[config.mk]
export PLATFORM = sky130hd
export DESIGN_NAME = cache_set_controller
export DESIGN_NICKNAME = d
export VERILOG_FILES = /design/src/rtl/cache_set_controller.sv
export SDC_FILE = /design/constraint.sdc
export NUM_CORES = 2
export LEC_CHECK = 0
export CAP_MARGIN = 20
export CORE_ASPECT_RATIO = 0.9
export CORE_MARGIN = 4
export CORE_UTILIZATION = 48
export DETAILED_ROUTE_END_ITERATION = 7
export GPL_TIMING_DRIVEN = 0
export PLACE_DENSITY = 0.67
export SLEW_MARGIN = 30
export SYNTH_ARGS = -nofsm -noshare
export SYNTH_HDL_FRONTEND = slang
export SYNTH_SLANG_ARGS = --single-unit
[constraint.sdc]
create_clock -name clk -period 4.6 [get_ports clk]
set_input_delay 0.92 -clock clk [delete_from_list [all_inputs] [get_ports clk]]
set_output_delay 0.92 -clock clk [all_outputs]
set_load 0.01 [all_outputs]
[src/rtl/cache_set_controller.sv]
// Fully associative cache set: tag compare, true-LRU replacement, byte-enable
// writes, dirty write-back and whole-set flush behind a single request FSM.
module cache_set_controller #(
    parameter int NUM_WAYS      = 4,
    parameter int DATA_WIDTH    = 32,
    parameter int BLOCK_SIZE    = 32,
    parameter int ADDRESS_WIDTH = 32
) (
    input  logic                       clk,
    input  logic                       reset_n,
    input  logic                       req_valid,
    output logic                       req_ready,
    input  logic                       req_write,
    input  logic [ADDRESS_WIDTH-1:0]   req_addr,
    input  logic [DATA_WIDTH-1:0]      req_wdata,
    input  logic [DATA_WIDTH/8-1:0]    req_be,
    output logic                       rsp_valid,
    output logic                       rsp_hit,
    output logic [DATA_WIDTH-1:0]      rsp_rdata,
    output logic                       wb_valid,
    input  logic                       wb_ready,
    output logic [ADDRESS_WIDTH-1:0]   wb_addr,
    output logic [BLOCK_SIZE*8-1:0]    wb_line,
    output logic                       fill_req_valid,
    input  logic                       fill_req_ready,
    output logic [ADDRESS_WIDTH-1:0]   fill_addr,
    input  logic                       fill_valid,
    input  logic [BLOCK_SIZE*8-1:0]    fill_line,
    input  logic                       flush_req,
    output logic                       flush_done
);
    localparam int BYTES = DATA_WIDTH / 8;
    localparam int WORDS = BLOCK_SIZE / BYTES;
    localparam int BOFF  = $clog2(BYTES);
    localparam int WOFF  = $clog2(WORDS);
    localparam int TAG   = ADDRESS_WIDTH - WOFF - BOFF;
    localparam int LINE  = WORDS * DATA_WIDTH;
    localparam int WAY_W = $clog2(NUM_WAYS);

    typedef enum logic [2:0] {IDLE, LOOKUP, WB, FILL_REQ, FILL_WAIT, RESP, FLUSH} state_t;

    state_t                    state;
    logic [NUM_WAYS-1:0]       valid_q;
    logic [NUM_WAYS-1:0]       dirty_q;
    logic [TAG-1:0]            tag_q   [NUM_WAYS];
    logic [LINE-1:0]           data_q  [NUM_WAYS];
    logic [WAY_W-1:0]          age_q   [NUM_WAYS];
    logic                      req_write_q;
    logic [ADDRESS_WIDTH-1:0]  req_addr_q;
    logic [DATA_WIDTH-1:0]     req_wdata_q;
    logic [BYTES-1:0]          req_be_q;
    logic [WAY_W-1:0]          victim_q;
    logic [WAY_W-1:0]          flush_ptr;
    logic                      flushing;

    logic [TAG-1:0]            req_tag;
    logic [WOFF-1:0]           word_sel;
    logic [NUM_WAYS-1:0]       hit_vec;
    logic                      hit_any;
    logic [WAY_W-1:0]          hit_way;
    logic [WAY_W-1:0]          victim_way;
    logic [WAY_W-1:0]          op_way;
    logic [LINE-1:0]           base_line;
    logic [LINE-1:0]           new_line;
    logic [DATA_WIDTH-1:0]     old_word;
    logic [DATA_WIDTH-1:0]     new_word;
    logic [WAY_W-1:0]          age_next [NUM_WAYS];
    logic                      unused_byte_offset;

    function automatic logic [DATA_WIDTH-1:0] merge_bytes(
        input logic [DATA_WIDTH-1:0] old_w,
        input logic [DATA_WIDTH-1:0] new_w,
        input logic [BYTES-1:0]      be
    );
        logic [DATA_WIDTH-1:0] res;
        res = old_w;
        for (int b = 0; b < BYTES; b++) begin
            if (be[b]) res[b*8 +: 8] = new_w[b*8 +: 8];
        end
        return res;
    endfunction

    assign req_tag            = req_addr_q[ADDRESS_WIDTH-1 -: TAG];
    assign word_sel           = req_addr_q[WOFF+BOFF-1:BOFF];
    assign unused_byte_offset = ^req_addr_q[BOFF-1:0];
    assign req_ready          = (state == IDLE) && !flush_req;
    assign hit_any            = |hit_vec;

    always_comb begin
        for (int w = 0; w < NUM_WAYS; w++) begin
            hit_vec[w] = valid_q[w] && (tag_q[w] == req_tag);
        end
    end

    // Victim preference: lowest-index invalid way, else the least recently used.
    always_comb begin
        hit_way    = '0;
        victim_way = '0;
        for (int w = 0; w < NUM_WAYS; w++) begin
            if (age_q[w] == WAY_W'(NUM_WAYS - 1)) victim_way = WAY_W'(w);
        end
        for (int w = NUM_WAYS - 1; w >= 0; w--) begin
            if (hit_vec[w]) hit_way = WAY_W'(w);
            if (!valid_q[w]) victim_way = WAY_W'(w);
        end
    end

    // The operation acts on the hit line in LOOKUP and on the incoming fill in FILL_WAIT.
    always_comb begin
        op_way    = (state == FILL_WAIT) ? victim_q : hit_way;
        base_line = (state == FILL_WAIT) ? fill_line : data_q[hit_way];
        old_word  = '0;
        for (int i = 0; i < WORDS; i++) begin
            if (word_sel == WOFF'(i)) old_word = base_line[i*DATA_WIDTH +: DATA_WIDTH];
        end
        new_word = req_write_q ? merge_bytes(old_word, req_wdata_q, req_be_q) : old_word;
        new_line = base_line;
        for (int i = 0; i < WORDS; i++) begin
            if (word_sel == WOFF'(i)) new_line[i*DATA_WIDTH +: DATA_WIDTH] = new_word;
        end
    end

    always_comb begin
        for (int w = 0; w < NUM_WAYS; w++) begin
            if (WAY_W'(w) == op_way)             age_next[w] = '0;
            else if (age_q[w] < age_q[op_way])   age_next[w] = age_q[w] + 1'b1;
            else                                 age_next[w] = age_q[w];
        end
    end

    always_ff @(posedge clk or negedge reset_n) begin
        if (!reset_n) begin
            state          <= IDLE;
            valid_q        <= '0;
            dirty_q        <= '0;
            for (int w = 0; w < NUM_WAYS; w++) begin
                tag_q[w]  <= '0;
                data_q[w] <= '0;
                age_q[w]  <= WAY_W'(w);
            end
            req_write_q    <= 1'b0;
            req_addr_q     <= '0;
            req_wdata_q    <= '0;
            req_be_q       <= '0;
            victim_q       <= '0;
            flush_ptr      <= '0;
            flushing       <= 1'b0;
            rsp_valid      <= 1'b0;
            rsp_hit        <= 1'b0;
            rsp_rdata      <= '0;
            wb_valid       <= 1'b0;
            wb_addr        <= '0;
            wb_line        <= '0;
            fill_req_valid <= 1'b0;
            fill_addr      <= '0;
            flush_done     <= 1'b0;
        end else begin
            rsp_valid  <= 1'b0;
            flush_done <= 1'b0;
            case (state)
                IDLE: begin
                    if (flush_req) begin
                        flush_ptr <= '0;
                        state     <= FLUSH;
                    end else if (req_valid) begin
                        req_write_q <= req_write;
                        req_addr_q  <= req_addr;
                        req_wdata_q <= req_wdata;
                        req_be_q    <= req_be;
                        state       <= LOOKUP;
                    end
                end
                LOOKUP: begin
                    if (hit_any) begin
                        data_q[op_way] <= new_line;
                        if (req_write_q) dirty_q[op_way] <= 1'b1;
                        for (int w = 0; w < NUM_WAYS; w++) age_q[w] <= age_next[w];
                        rsp_valid <= 1'b1;
                        rsp_hit   <= 1'b1;
                        rsp_rdata <= new_word;
                        state     <= RESP;
                    end else begin
                        victim_q <= victim_way;
                        if (valid_q[victim_way] && dirty_q[victim_way]) begin
                            wb_valid <= 1'b1;
                            wb_addr  <= {tag_q[victim_way], {(WOFF+BOFF){1'b0}}};
                            wb_line  <= data_q[victim_way];
                            flushing <= 1'b0;
                            state    <= WB;
                        end else begin
                            fill_req_valid <= 1'b1;
                            fill_addr      <= {req_tag, {(WOFF+BOFF){1'b0}}};
                            state          <= FILL_REQ;
                        end
                    end
                end
                WB: begin
                    if (wb_ready) begin
                        wb_valid <= 1'b0;
                        if (flushing) begin
                            dirty_q[flush_ptr] <= 1'b0;
                            state              <= FLUSH;
                        end else begin
                            fill_req_valid <= 1'b1;
                            fill_addr      <= {req_tag, {(WOFF+BOFF){1'b0}}};
                            state          <= FILL_REQ;
                        end
                    end
                end
                FILL_REQ: begin
                    if (fill_req_ready) begin
                        fill_req_valid <= 1'b0;
                        state          <= FILL_WAIT;
                    end
                end
                FILL_WAIT: begin
                    if (fill_valid) begin
                        data_q[victim_q]  <= new_line;
                        tag_q[victim_q]   <= req_tag;
                        valid_q[victim_q] <= 1'b1;
                        dirty_q[victim_q] <= req_write_q;
                        for (int w = 0; w < NUM_WAYS; w++) age_q[w] <= age_next[w];
                        rsp_valid <= 1'b1;
                        rsp_hit   <= 1'b0;
                        rsp_rdata <= new_word;
                        state     <= RESP;
                    end
                end
                RESP: state <= IDLE;
                // A dirty way first goes through WB, which clears its dirty bit and returns here.
                FLUSH: begin
                    if (valid_q[flush_ptr] && dirty_q[flush_ptr]) begin
                        wb_valid <= 1'b1;
                        wb_addr  <= {tag_q[flush_ptr], {(WOFF+BOFF){1'b0}}};
                        wb_line  <= data_q[flush_ptr];
                        flushing <= 1'b1;
                        state    <= WB;
                    end else begin
                        valid_q[flush_ptr] <= 1'b0;
                        dirty_q[flush_ptr] <= 1'b0;
                        if (flush_ptr == WAY_W'(NUM_WAYS - 1)) begin
                            flush_done <= 1'b1;
                            state      <= IDLE;
                        end else begin
                            flush_ptr <= flush_ptr + 1'b1;
                        end
                    end
                end
                default: state <= IDLE;
            endcase
        end
    end

    a_single_hit: assert property (@(posedge clk) disable iff (!reset_n)
        (state == LOOKUP) |-> $onehot0(hit_vec));

endmodule
=== Word level (Yosys, flattened, before mapping) ===
Index checks and enable logic that the tools add are counted.

* Bits in registers: 1582
* Latch bits: 0
* Bits in writable memories: 0
* Memory bits (read-only): 0
* Input port bits: 332
* Word-level logic and storage cells: 296
* Memories: 0

* Add/subtract/negate cells: 5
* Multiply operators: 0
* Divide/modulo/power cells: 0
* Order comparisons: 18
* Equal/unequal tests: 39
* Shift operators: 0
* Mux-type cells: 154
* Bitwise gates (word level): 12
* Reduce and logical (&&, ||, !) cells: 37

{| class="wikitable"
|+ Operators by type and width
! operator !! count
|-
| $mux 256 || 12
|-
| $bwmux 1024 || 2
|-
| $mux 1024 || 2
|-
| $pmux 1024 s2 || 1
|-
| $bmux 256 s2 || 3
|-
| $demux 256 s2 || 2
|-
| $mux 32 || 26
|-
| $pmux 256 s2 || 1
|-
| $pmux 32 s2 || 3
|-
| $mux 27 || 5
|-
| $bmux 27 s2 || 2
|-
| $bwmux 108 || 1
|-
| $eq 27x27->1 || 4
|-
| $demux 27 s2 || 1
|-
| $mux 2 || 24
|-
| $mux 8 || 6
|-
| $mux 4 || 8
|-
| $ne 2x2->1 const B || 14
|-
| $mux 1 || 27
|-
| $mux 3 || 9
|-
| $eq 3x3->1 const B || 6
|-
| $pmux 3 s6 || 1
|-
| $pmux 4 s4 || 1
|-
| $pmux 8 s2 || 1
|-
| 39 further kinds || 103
|}

=== Depth between registers and ports, before layout ===
* Depth in word-level cells: 25
* Gate-level depth with buffers: 18
* Depth with buffers taken out: 14

=== Worst setup path before layout ===
Ideal clock, no wire load.

* Path type: register -> register
* Start: register req_addr_q[19]
* End: register age_q[1] in the netlist's numbering
* Setup time: 77 ps
* Arrival: 3810 ps
* Data required time: 4523 ps
* Path slack: 713 ps
* Cell stages (with the launch flop): 18
* Path buffers: 3
* Clock period less this slack: 3887 ps
* Cells stage by stage: dfrtp_1 -> buf_2 -> xnor2_1 -> nand4_1 -> or4_1 -> buf_2 -> or2_1 -> buf_2 -> a2111oi_4 -> a21oi_2 -> nor2_1 -> nor2_1 -> o21ai_0 -> ha_1 -> a21oi_1 -> o21ai_0 -> a21o_1 -> a21o_1

* Longest elaborated chain between the ends: 16
* Elaborated cells on any way between the ends: 27
* Those cells by class: order compare (1); eq/ne (6); mux (13); bitwise (1); reduce/logical (6)

{| class="wikitable"
|+ Ends and longest elaborated chain
! element !! RTL line !! RTL
|-
| start, declared || 49 || <nowiki>logic [ADDRESS_WIDTH-1:0] req_addr_q;</nowiki>
|-
| start signal, assigned || 167 || <nowiki>req_addr_q <= req_addr;</nowiki>
|-
| $eq 27x27->1 || 91 || <nowiki>hit_vec[w] = valid_q[w] && (tag_q[w] == req_tag);</nowiki>
|-
| $logic_and 1x1->1 || 91 ||
|-
| $mux 2 (4 in series) || 103 || <nowiki>if (hit_vec[w]) hit_way = WAY_W'(w);</nowiki>
|-
| $mux 2 || 110 || <nowiki>op_way = (state == FILL_WAIT) ? victim_q : hit_way;</nowiki>
|-
| $not 2->3 (not written as such) || 126 || <nowiki>else if (age_q[w] < age_q[op_way]) age_next[w] = age_q[w] + 1'b1;</nowiki>
|-
| $bmux 2 s2 || 126 ||
|-
| $mux 2 (not written as such) (2 in series) || 126 ||
|-
| $lt 2x2->1 || 126 ||
|-
| $mux 2 || 126 ||
|-
| $mux 2 || 125 || <nowiki>if (WAY_W'(w) == op_way) age_next[w] = '0;</nowiki>
|-
| $mux 8, on equally long branches || 217, 174 ||
|-
| $pmux 8 s2 || 160 || <nowiki>case (state)</nowiki>
|-
| end signal, assigned by index || 139 || <nowiki>age_q[w] <= WAY_W'(w);</nowiki>
|-
| end, declared || 47 || <nowiki>logic [WAY_W-1:0] age_q [NUM_WAYS];</nowiki>
|}

Parallel ways exist; a longest one is shown, timed or not. The select of a mux whose other input is x is not followed.
A chain may end at the register's enable or synchronous reset.

=== Worst setup path after layout ===
* Start: register age_q[4] in the netlist's numbering
* End: register wb_line[112]

* Longest elaborated chain between the ends: 15
* Elaborated cells on any way between the ends: 22
* Those cells by class: eq/ne (2); mux (17); bitwise (1); reduce/logical (2)

{| class="wikitable"
|+ Ends and longest elaborated chain
! element !! RTL line !! RTL
|-
| $eq 2x2->1 * || 100 || <nowiki>if (age_q[w] == WAY_W'(NUM_WAYS - 1)) victim_way = WAY_W'(w);</nowiki>
|-
| $mux 1 * || 100 ||
|-
| $mux 2 * (2 in series) || 100 ||
|-
| $mux 2 * (4 in series) || 104 || <nowiki>if (!valid_q[w]) victim_way = WAY_W'(w);</nowiki>
|-
| $not 2->3 (not written as such) || 187 || <nowiki>wb_line <= data_q[victim_way];</nowiki>
|-
| $bmux 256 s2 || 187 ||
|-
| $mux 256 (not written as such) (2 in series) || 187 ||
|-
| $mux 256 || 184 || <nowiki>if (valid_q[victim_way] && dirty_q[victim_way]) begin</nowiki>
|-
| $mux 256 || 174 || <nowiki>if (hit_any) begin</nowiki>
|-
| $pmux 256 s2 || 160 ||
|-
| end signal, assigned || 187 ||
|-
| end signal, assigned || 235 || <nowiki>wb_line <= data_q[flush_ptr];</nowiki>
|-
| end, declared || 23 || <nowiki>output logic [BLOCK_SIZE*8-1:0] wb_line,</nowiki>
|}

Every way passes the cells marked *; elsewhere a longest branch is shown, timed or not. The select of a mux whose other input is x is not followed.

==> reports/summary.txt <==
status: complete, but fails checks
failing checks: design-rule violations, negative setup slack
number of global-route vias before repair: 89,500
max-cap violation count: 0
ys async rst share: 100%
die height: 426 microns
placed instance count: 12,400
Starting Density: 48.3%
vias after detailed routing: 96,000
Setup Crit Path Kind: register to register
fin cells: 13,000
layout cell share with drive strength beyond 1: 26.0%
Worst slew margin: 20.6%
Max Transition Viols Final: 0
Synth Flop Type: dfrtp_1
LEAKAGE: 50.4 nW
worst slew pin tran: 1.19 ns
# fillers: 15,800
DRC Markers: 49
Final Hold Viols: 0
met2 Track Usage GR: 70.1%
pwr dens: 793 mW/mm^2
first-pass GRT wire length: 752,000 microns
fin worst setup slack: -0.231 ns
Critical Path RT: 5.30 ns
Hold Crit Class: register to register
multi-input logic area: 0.0552 sq mm
largest net degree at the start of global routing: 129
Yosys warnings: 0
Comb pwr share: 61.6%
ANT nets after route: 0
Switching Fraction: 50.4%
Final nets: 10,600
syn_area_per_cell: 10.3 sq um
Die ar.: 0.202 sq mm
DRT iter0 DRCs: 16,400
DRT Pass-1 Iters: 8
CTS Sinks: 1,570
IO Pins: 690
TritonCTS clock tree: yes
f_max: 0.207 GHz
Finished Cell Area: 0.120 sq mm
row cnt: 153
most frequent cells in the layout: dfrtp_1 (1,564), nand2_1 (1,328), nor2_1 (792), clkdlybuf4s50_1 (675), o21ai_0 (599)
RSZ-0062 raised after global routing: true
Critical Path AT: 5.53 ns
CP Max Fanout: 10
clock skew: 0.0378 ns
met3 Usage GRT: 30.4%
clock power share: 15.9%
PortBufs: 676
Post-Syn Instances: 9,082
Root Buffer: clkbuf_16
Flop pwr share: 22.5%
commonest non-fill, non-tap cell in the layout: dfrtp_1
Syn Std Cell Area: 0.0933 sq mm
Tmin final: 4.83 ns
Post-synth EDFFs: 0
Worst VDD drop: 554 uV
area share of the largest cell type after synthesis: 42.0%
CTS H-Tree Depth: 4
synth top area cells: dfrtp_1 (42%), mux4_2 (14%), mux2i_1 (6.0%)
busiest grt layer: met2
Netlist cell types: 93
FF+latch count, synth: 1,570
die width: 473 microns
Clock Latency Late Sink: 0.87 ns
grt total ovfl: 0
DP HPWL: 419,000 microns
biggest area consumer among synthesized cells: dfrtp_1
Sequential Area: 0.0393 sq mm
clk buf depth: 3
detailed-route wire length: 564,000 microns
Crit. End Element: register
P&R area growth vs syn: 28.5%
grt met1 use: 65.6%
Total GRT Usage: 54.5%
crit share post-route: 105%
vias per cell: 7.39
Psw: 47.9 mW
Num CTS Buffers: 176
internal power component: 47.2 mW
dpl cell area: 0.106 sq mm
sequential-to-total area share from yosys stat: 42.1%
CTS clk-pin slew, worst paths: 0.07 ns
CP startpoint kind: register
core area: 0.193 sq mm
final setup fails: 532
wire per inst: 43.4 microns
Final Wtd Congestion: 1.11
initial antenna violation count: 68
==> synthesized netlist by cell type, types with 30 or more instances <==
cell,n
dfrtp_1,1566
nand2_1,1339
nor2_1,819
o21ai_0,705
mux4_2,568
mux2i_1,557
a31oi_1,533
clkbuf_1,507
a21oi_1,261
mux2_2,258
a22oi_1,192
buf_2,182
o31ai_1,168
nand3_1,129
nor3_1,113
buf_1,84
or2_2,73
o211ai_2,66
o221ai_1,62
xnor2_1,60
o21ai_1,56
xor2_1,50
a211oi_1,45
and2_1,45
o22ai_1,43
a221o_1,42
nand4_1,38
o211ai_1,37
o21a_1,35
nand2b_1,33
buf_4,30
==> cell families (layout without fill, tap and decap cells) <==
group / after synthesis / after routing / share of synthesized area, %
simple gates: 2714 / 2714 / 12.5
fa+ha+maj: 11 / 11 / 0.147
buf+inv: 844 / 2144 / 3.89
flops: 1570 / 1570 / 42.1
xor+xnor: 110 / 110 / 1.03
other cells: 1 / 56 / 0.00402
compound gates: 2449 / 2449 / 17.5
mux: 1383 / 1383 / 22.8
==> critical path, stage by stage (launching register included) <==
cell and delay (ns):
dfstp_2 0.59, ha_1 0.15, nor2b_1 0.12, o31ai_1 0.09
a21boi_2 0.63, buf_2 0.68, clkbuf_2 0.47, clkbuf_2 0.56
mux4_2 0.39, mux2i_1 0.79, o21ai_0 0.15
==> final timing paths <==
path                                           from                       end  slack, ns  depth (start not counted)
setup reg to reg               age_q[4]$_DFFE_PN1P_  wb_line[112]$_DFFE_PN0P_      -0.23                         10
min in group asynchronous                   reset_n  wb_line[113]$_DFFE_PN0P_       0.61                          2
hold reg to reg            wb_line[103]$_DFFE_PN0P_  wb_line[103]$_DFFE_PN0P_       0.48                          2
setup / recovery               age_q[4]$_DFFE_PN1P_  wb_line[112]$_DFFE_PN0P_      -0.23                         10
hold / removal             wb_line[103]$_DFFE_PN0P_  wb_line[103]$_DFFE_PN0P_       0.48                          2
max in group asynchronous                   reset_n    data_q[11]$_DFFE_PN0P_       0.84                          7
==> per-stage QoR <==
step	setup TNS (ns)	utilization [%]	power (mW)	hold WS [ns]	setup slack, ns
final	-21.43	62.0	95.1	0.477	-0.231
after global routing	-4.35	62.0	95.3	0.502	-0.145
after CTS	-0.105	60.6	88.4	0.483	-0.0472
after detailed placement	-2404.90	54.8	68.6	0.469	-2.34
after global placement	-	53.4	65.6	0.462	-71.12
after floorplan	0	-	43.8	0.473	0.713
==> state kept, by name (all words and copies together) (netlist names), 2 cells and up <==
name and cells:
wb_line 256, rsp_rdata 32, req_addr_q 30, flush_ptr 2
state 3, data_q 1024, req_be_q 4, wb_addr 27
fill_addr 27, age_q 8, tag_q 108, req_wdata_q 32
valid_q 4, victim_q 2, dirty_q 4
==> power groups by stage <==
stage          Sequential [mW]  Clock [mW]  Combinational (mW)
2_1_floorplan             20.3           0                23.5
4_1_cts                   21.0        14.9                52.5
3_3_place_gp              21.0           0                44.6
6_report                  21.4        15.1                58.6
5_1_grt                   21.6        15.5                58.2
3_5_place_dp              21.1           0                47.5
==> layer usage <==
metal | wire length (microns) | up-vias
li1 | - | 36400
met1 | 192000 | 48000
met2 | 213000 | 9003
met3 | 96800 | 2455
met4 | 61100 | 56
met5 | 1750 | -
==> area by class of cell <==
cell class / count / area share [%]
Sequential cell: 1570 / 32.8
Antenna cell: 46 / 0.0960
Inverter: 21 / 0.0657
Multi-Input combinational cell: 6677 / 46.0
Tap cell: 2557 / 2.67
Timing Repair Buffer: 994 / 9.26
Clock inverter: 69 / 0.797
Buffer: 812 / 4.14
Clock buffer: 248 / 4.19
==> timing repair <==
item / 4_1_cts / 5_1_grt
endpoints found under the setup margin: 1460 / 1277
resized for setup: 871 / 447
endpoints found under the hold margin: 32 / 0
pin swaps: 99 / 108
hold buffers: 1 / 0
gates cloned: 0 / 5
setup buffers: 149 / 70
(Power assumes the default switching activity.)
